==> src/rtl/sccb_config_seq.sv <==
// sccb_config_seq: walks an external {reg_addr, value} table once per start
// and issues one 3-phase SCCB write (device ID, register, data) per entry.
// Sentinel words end the table (16'hFFFF) or insert a fixed delay (16'hFFF0).
module sccb_config_seq #(
  parameter int unsigned CLK_DIV      = 250,
  parameter logic [7:0]  DEV_ID       = 8'h42,
  parameter int unsigned DELAY_CYCLES = 1_000_000,
  parameter int unsigned ROM_AW       = 8
) (
  input  logic              clk,
  input  logic              rst_n,
  input  logic              start,
  output logic [ROM_AW-1:0] rom_addr,
  input  logic [15:0]       rom_data,
  output logic              sioc,
  output logic              siod_out,
  output logic              siod_oe,
  output logic              busy,
  output logic              done
);

  localparam int unsigned QW = (CLK_DIV > 1) ? $clog2(CLK_DIV) : 1;
  localparam int unsigned DW = (DELAY_CYCLES > 1) ? $clog2(DELAY_CYCLES) : 1;

  localparam logic [QW-1:0] QLAST    = QW'(CLK_DIV - 1);
  localparam logic [DW-1:0] DLAST    = DW'(DELAY_CYCLES - 1);
  localparam logic [15:0]   END_WORD = 16'hFFFF;
  localparam logic [15:0]   DLY_WORD = 16'hFFF0;

  // Bus levels are carried as {sioc, siod_out, siod_oe}.
  localparam logic [2:0] BUS_IDLE  = 3'b111;
  localparam logic [2:0] BUS_START = 3'b101;
  localparam logic [2:0] BUS_LOW   = 3'b001;

  typedef enum logic [3:0] {
    S_IDLE,
    S_FETCH,
    S_DECODE,
    S_START,
    S_BYTE,
    S_STOP,
    S_GAP,
    S_DELAY,
    S_FINISH
  } state_t;

  state_t        state;
  logic [QW-1:0] qcnt;
  logic [1:0]    quarter;
  logic [3:0]    bit_idx;
  logic [1:0]    byte_idx;
  logic [DW-1:0] dly_cnt;
  logic [7:0]    reg_q;
  logic [7:0]    val_q;

  logic          tick_c;
  logic          last_entry_c;
  logic [7:0]    cur_byte_c;

  // Byte selected for a given phase of the 3-phase write.
  function automatic logic [7:0] byte_of(input logic [1:0] idx,
                                         input logic [7:0] r,
                                         input logic [7:0] v);
    logic [7:0] b;
    b = DEV_ID;
    case (idx)
      2'd1:    b = r;
      2'd2:    b = v;
      default: b = DEV_ID;
    endcase
    return b;
  endfunction

  // Bus levels for a given state/quarter/bit, applied on entry to that quarter.
  function automatic logic [2:0] bus_level(input state_t     st,
                                           input logic [1:0] q,
                                           input logic [3:0] bi,
                                           input logic [7:0] bv);
    logic [2:0] lv;
    lv = BUS_IDLE;
    case (st)
      S_START: lv = (q == 2'd0) ? BUS_START : BUS_LOW;
      S_BYTE: begin
        if (bi == 4'd8) begin
          // ACK slot: release SIOD, keep clocking.
          lv = {q[1], 1'b1, 1'b0};
        end else begin
          lv = {q[1], bv[3'(4'd7 - bi)], 1'b1};
        end
      end
      S_STOP: begin
        case (q)
          2'd0:    lv = BUS_LOW;
          2'd1:    lv = BUS_START;
          default: lv = BUS_IDLE;
        endcase
      end
      default: lv = BUS_IDLE;
    endcase
    return lv;
  endfunction

  // Quarter tick, end-of-table detection and current byte under transmission.
  assign tick_c       = (qcnt == QLAST);
  assign last_entry_c = (rom_addr == {ROM_AW{1'b1}});
  assign cur_byte_c   = byte_of(byte_idx, reg_q, val_q);

  // Sequencer FSM with registered bus and status outputs.
  always_ff @(posedge clk or negedge rst_n) begin
    if (!rst_n) begin
      state    <= S_IDLE;
      rom_addr <= '0;
      qcnt     <= '0;
      quarter  <= '0;
      bit_idx  <= '0;
      byte_idx <= '0;
      dly_cnt  <= '0;
      reg_q    <= '0;
      val_q    <= '0;
      sioc     <= 1'b1;
      siod_out <= 1'b1;
      siod_oe  <= 1'b1;
      busy     <= 1'b0;
      done     <= 1'b0;
    end else begin
      qcnt <= tick_c ? '0 : qcnt + QW'(1);

      case (state)
        S_IDLE: begin
          qcnt <= '0;
          if (start) begin
            done     <= 1'b0;
            busy     <= 1'b1;
            rom_addr <= '0;
            state    <= S_FETCH;
          end
        end

        S_FETCH: begin
          qcnt  <= '0;
          state <= S_DECODE;
        end

        S_DECODE: begin
          qcnt     <= '0;
          quarter  <= '0;
          bit_idx  <= '0;
          byte_idx <= '0;
          dly_cnt  <= '0;
          if (rom_data == END_WORD) begin
            state <= S_FINISH;
          end else if (rom_data == DLY_WORD) begin
            state <= S_DELAY;
          end else begin
            reg_q                       <= rom_data[15:8];
            val_q                       <= rom_data[7:0];
            {sioc, siod_out, siod_oe}   <= bus_level(S_START, 2'd0, 4'd0, 8'd0);
            state                       <= S_START;
          end
        end

        S_START: begin
          if (tick_c) begin
            if (quarter == 2'd1) begin
              quarter                   <= '0;
              {sioc, siod_out, siod_oe} <= bus_level(S_BYTE, 2'd0, 4'd0, DEV_ID);
              state                     <= S_BYTE;
            end else begin
              quarter                   <= quarter + 2'd1;
              {sioc, siod_out, siod_oe} <= bus_level(S_START, quarter + 2'd1, 4'd0, 8'd0);
            end
          end
        end

        S_BYTE: begin
          if (tick_c) begin
            if (quarter != 2'd3) begin
              quarter                   <= quarter + 2'd1;
              {sioc, siod_out, siod_oe} <= bus_level(S_BYTE, quarter + 2'd1, bit_idx, cur_byte_c);
            end else begin
              quarter <= '0;
              if (bit_idx != 4'd8) begin
                bit_idx                   <= bit_idx + 4'd1;
                {sioc, siod_out, siod_oe} <= bus_level(S_BYTE, 2'd0, bit_idx + 4'd1, cur_byte_c);
              end else if (byte_idx != 2'd2) begin
                bit_idx                   <= '0;
                byte_idx                  <= byte_idx + 2'd1;
                {sioc, siod_out, siod_oe} <= bus_level(S_BYTE, 2'd0, 4'd0,
                                                       byte_of(byte_idx + 2'd1, reg_q, val_q));
              end else begin
                bit_idx                   <= '0;
                byte_idx                  <= '0;
                {sioc, siod_out, siod_oe} <= bus_level(S_STOP, 2'd0, 4'd0, 8'd0);
                state                     <= S_STOP;
              end
            end
          end
        end

        S_STOP: begin
          if (tick_c) begin
            if (quarter == 2'd2) begin
              quarter                   <= '0;
              {sioc, siod_out, siod_oe} <= BUS_IDLE;
              state                     <= S_GAP;
            end else begin
              quarter                   <= quarter + 2'd1;
              {sioc, siod_out, siod_oe} <= bus_level(S_STOP, quarter + 2'd1, 4'd0, 8'd0);
            end
          end
        end

        S_GAP: begin
          if (tick_c) begin
            if (quarter == 2'd3) begin
              quarter <= '0;
              // The last table slot ends the run instead of wrapping the address.
              if (last_entry_c) begin
                state <= S_FINISH;
              end else begin
                rom_addr <= rom_addr + ROM_AW'(1);
                state    <= S_FETCH;
              end
            end else begin
              quarter <= quarter + 2'd1;
            end
          end
        end

        S_DELAY: begin
          qcnt <= '0;
          if (dly_cnt == DLAST) begin
            dly_cnt <= '0;
            if (last_entry_c) begin
              state <= S_FINISH;
            end else begin
              rom_addr <= rom_addr + ROM_AW'(1);
              state    <= S_FETCH;
            end
          end else begin
            dly_cnt <= dly_cnt + DW'(1);
          end
        end

        S_FINISH: begin
          qcnt  <= '0;
          done  <= 1'b1;
          busy  <= 1'b0;
          state <= S_IDLE;
        end

        default: begin
          qcnt                      <= '0;
          {sioc, siod_out, siod_oe} <= BUS_IDLE;
          state                     <= S_IDLE;
        end
      endcase
    end
  end

endmodule

==> config.mk <==
export PLATFORM = sky130hd
export DESIGN_NAME = sccb_config_seq
export DESIGN_NICKNAME = d
export VERILOG_FILES = /design/src/rtl/sccb_config_seq.sv
export SDC_FILE = /design/constraint.sdc
export NUM_CORES = 1
export LEC_CHECK = 0
export CAP_MARGIN = 40
export CORE_UTILIZATION = 49
export CTS_CLUSTER_SIZE = 20
export DETAILED_ROUTE_END_ITERATION = 8
export PLACE_DENSITY = 0.69
export SKIP_LAST_GASP = 1
export SLEW_MARGIN = 30
export SYNTH_ARGS = -nofsm -noshare
export SYNTH_HDL_FRONTEND = slang
export SYNTH_SLANG_ARGS = --single-unit
==> constraint.sdc <==
create_clock -name clk -period 6.9 [get_ports clk]
set_clock_uncertainty 0.15 [all_clocks]
set_input_delay 1.035 -clock clk [delete_from_list [all_inputs] [get_ports clk]]
set_output_delay 1.035 -clock clk [all_outputs]
set_load 0.005 [all_outputs]
==> results.json <==
{
  "grt_usage_pct": 22.8,
  "wl_mm": 9.06,
  "drive_above_1_share_pct": 11.3,
  "min_period_ns": 2.97,
  "synthCells": 447,
  "synth_seq_area_share_pct": 42.4,
  "instances_no_fill": 581,
  "power_w": 0.000767,
  "tightest_slew_ns": 0.834,
  "hold_buffers": 0,
  "htreeDepth": 3,
  "num_vias": 3490,
  "fin_area_sq_um": 4680,
  "cts_setup_buffers": 0,
  "slew_viol_final": 0,
  "synth_top_area_share_pct": 40.5,
  "clk_latency_ns": 0.34,
  "fin_crit_sh_pct": 43.0,
  "synth-xor-area-share_pct": 2.15,
  "first_iter_violations": 242,
  "area_growth_pct": 14.6,
  "p_int_w": 0.000598,
  "fin_nets": 509,
  "cap_violations": 0,
  "pwr_density_cell_nw_per_um2": 164,
  "synth_ff_type": "dfrtp_1",
  "critPathLaunchType": "input pin",
  "post-place-ws_ns": 3.46,
  "min_path_type": "register to register",
  "die_area_sq_um": 8700,
  "die_w_microns": 93.3,
  "slew_headroom_pct": 43.6,
  "cts_tree": "yes",
  "postCtsResizedCells": 0,
  "dp_cells": 564,
  "synthAdderAreaFrac_pct": 4.91,
  "met3_usage_pct": 5.85,
  "clk_pin_slew_ns": 0.07,
  "cp_data_arrival_time_ns": 3.04,
  "top_usage_layer": "met2",
  "crit_buf_inv": 2,
  "cp_data_required_time_ns": 6.97,
  "finalHoldViolCount": 0,
  "rsz0062_at_grt": "false",
  "clkPwrFrac_pct": 42.7,
  "cts.sinks": 69,
  "seq_power_share_pct": 53.7,
  "fp.dieH_microns": 93.3,
  "clockBufferDepth": 2,
  "fin_tns_setup_ns": 0,
  "yosys-top-cells-area": "dfrtp_1, ha_1, o21ai_0, mux2_2, nand2_1",
  "drc": 0,
  "cp_top_family": "buffers and inverters",
  "cp_cell_sequence": "clkdlybuf4s50_1 -> and4_1 -> or2_2 -> a21oi_2 -> buf_6 -> mux2_2",
  "status": "finished clean",
  "grt_pass1_wl_mm": 15.7,
  "grt_use_met1_pct": 31.2,
  "ys_types": 60,
  "initial_core_util_pct": 51.7,
  "num_io_pins": 32,
  "fmax_mhz": 337,
  "cts-root-buf": "clkbuf_8",
  "fillers": 692,
  "row_count": 32,
  "synth-edff-count": 0,
  "yosysWarningCount": 0,
  "ys_async_sr_fraction_pct": 100,
  "grt_max_degree": 42,
  "critPathCaptureType": "register",
  "placed_cell_area_sq_um": 4470,
  "dp_hpwl_mm": 6.54,
  "antenna_found_initial": 0,
  "ys_seq_elements": 69,
  "synth_nets": 482,
  "critical_path.slowest_cell": "clkdlybuf4s50_1",
  "synth_top_family_by_area": "simple AND/OR/NAND/NOR gates",
  "power_leakage_nw": 1.87,
  "critical_path.max_fanout": 9,
  "netSwitchingFraction_pct": 22.1,
  "synth_mux_area_share_pct": 5.64,
  "grt_pass1_vias": 3275,
  "grt_overflow": 0,
  "cpPeakStageDelay_ns": 0.45,
  "synth.avg_cell_area_sq_um": 9.13,
  "vdd_drop_max_uv": 108,
  "crit_type": "input pin to register",
  "diodes": 0,
  "postRouteAntennaNets": 0,
  "syn-cell-area_sq_um": 4080,
  "p_switching_w": 0.000169,
  "grt_use_met2_pct": 35.7,
  "synth_compound_area_share_pct": 19.5,
  "power_frac_comb_pct": 3.5,
  "core_sq_um": 7890,
  "dr.pass1.iters": 4,
  "synth_top_cell_by_area": "dfrtp_1",
  "setup_viol_count_final": 0,
  "gp_congestion": 0.801,
  "vias_per_cell": 6.01,
  "setup_ws_ns": 3.93,
  "port_buffers": 31,
  "cts_inserted_buffers": 9,
  "route.detailed.wl_per_inst_microns": 15.6,
  "synth-simple-area-share_pct": 22.2
}
-- power groups by stage --
stage | sequential, W | clock [W] | combinational (W)
floorplan | 0.000419 | 0 | 0.00000530
global placement | 0.000420 | 0 | 0.0000260
detailed placement | 0.000420 | 0 | 0.0000282
CTS | 0.000412 | 0.000334 | 0.0000282
global route | 0.000412 | 0.000355 | 0.0000308
finish | 0.000412 | 0.000328 | 0.0000272
-- final cells by class --
| class | count | area [sq um] | area share (%) |
|---|---|---|---|
| multi-input cells | 345 | 2220 | 47.5 |
| flip-flops and latches | 69 | 1730 | 37.0 |
| repair buffers | 35 | 352 | 7.52 |
| clock buffers | 11 | 141 | 3.02 |
| well taps | 102 | 128 | 2.73 |
| inverters | 14 | 52.6 | 1.12 |
| clock inverters | 5 | 50.0 | 1.07 |
-- state kept, by name (all words and copies together), names as in the netlist --
register  flops
bit_idx       4
busy          1
byte_idx      2
dly_cnt      20
done          1
qcnt          8
quarter       2
reg_q         8
rom_addr      8
sioc          1
siod_oe       1
siod_out      1
state         4
val_q         8
-- cells by family after synthesis --
| kind of cell | after synthesis |
|---|---|
| AO/OA/AOI/OAI | 125 |
| buffers and inverters | 33 |
| AND/OR/NAND/NOR | 174 |
| multiplexers | 20 |
| adder cells (fa/ha/maj) | 16 |
| flip-flops | 69 |
| XOR/XNOR | 10 |
-- cells in the mapped netlist (2+ instances only) --
master,number
nand3b_1,2
inv_1,12
xor2_1,6
nand4_1,11
ha_1,16
a22o_1,6
mux2_4,2
and4_1,4
buf_1,4
nor3b_1,2
mux2i_1,2
nand2_1,44
or3_1,5
nand4b_1,2
o22ai_1,8
nor3_1,10
o41ai_1,2
clkbuf_1,8
nor4_1,3
nor3_2,5
nor2_1,36
nand2b_1,4
a22oi_1,8
dfstp_2,3
buf_2,7
a32o_1,2
a21oi_1,24
o21ai_0,38
and3_1,5
and2_1,2
nor4b_1,2
nand3_1,21
inv_2,2
o31ai_1,12
xnor2_1,4
nor2b_1,10
mux2_2,16
o21ai_1,2
a31oi_1,9
dfrtp_1,66
-- layer usage --
| metal | up-vias | wire length [microns] |
|---|---|---|
| li1 | 1704 | - |
| met2 | 92 | 4230 |
| met3 | 9 | 340 |
| met1 | 1685 | 4400 |
| met4 | 0 | 93 |
| met5 | - | 0 |
-- through the flow --
| step | hold slack, ns | util, % |
|---|---|---|
| 2_1_floorplan | 0.287 | - |
| 3_3_place_gp | 0.311 | 56.4 |
| 3_5_place_dp | 0.315 | 56.7 |
| 4_1_cts | 0.327 | 59.2 |
| 5_1_grt | 0.362 | 59.3 |
| 6_report | 0.319 | 59.3 |
-- layout by cell type, fill, tap and decap left out, types with 3 or more instances in the layout --
cell / n
ha_1: 16
a22oi_1: 8
o31ai_1: 12
xnor2_1: 4
and4_1: 4
nor2b_1: 10
nand4_1: 11
or3_1: 5
clkdlybuf4s50_1: 30
a21oi_1: 24
o21ai_0: 38
and3_1: 5
xor2_1: 6
nand2b_1: 4
clkbuf_8: 10
nor3_1: 10
dfrtp_1: 66
nor2_1: 36
nand2_1: 44
nor4_1: 3
nand3_1: 21
o22ai_1: 8
inv_1: 12
dfstp_2: 3
a22o_1: 6
nor3_2: 5
mux2_2: 16
a31oi_1: 8
clkinv_2: 4
-- path summary, 6_finish.rpt --
| check | start | end | slack (ns) | cells after the start |
|---|---|---|---|---|
| setup / recovery | rom_data[2] | reg_q[5] | 3.93 | 6 |
| hold / removal | dly_cnt[18] | dly_cnt[18] | 0.32 | 1 |
| setup reg to reg | quarter[0] | state[1] | 4.24 | 7 |
| hold reg to reg | dly_cnt[18] | dly_cnt[18] | 0.32 | 1 |
| max in group asynchronous | rst_n | byte_idx[1] | 5.51 | 3 |
| min in group asynchronous | rst_n | dly_cnt[18] | 0.55 | 2 |
(Power assumes the default switching activity.)
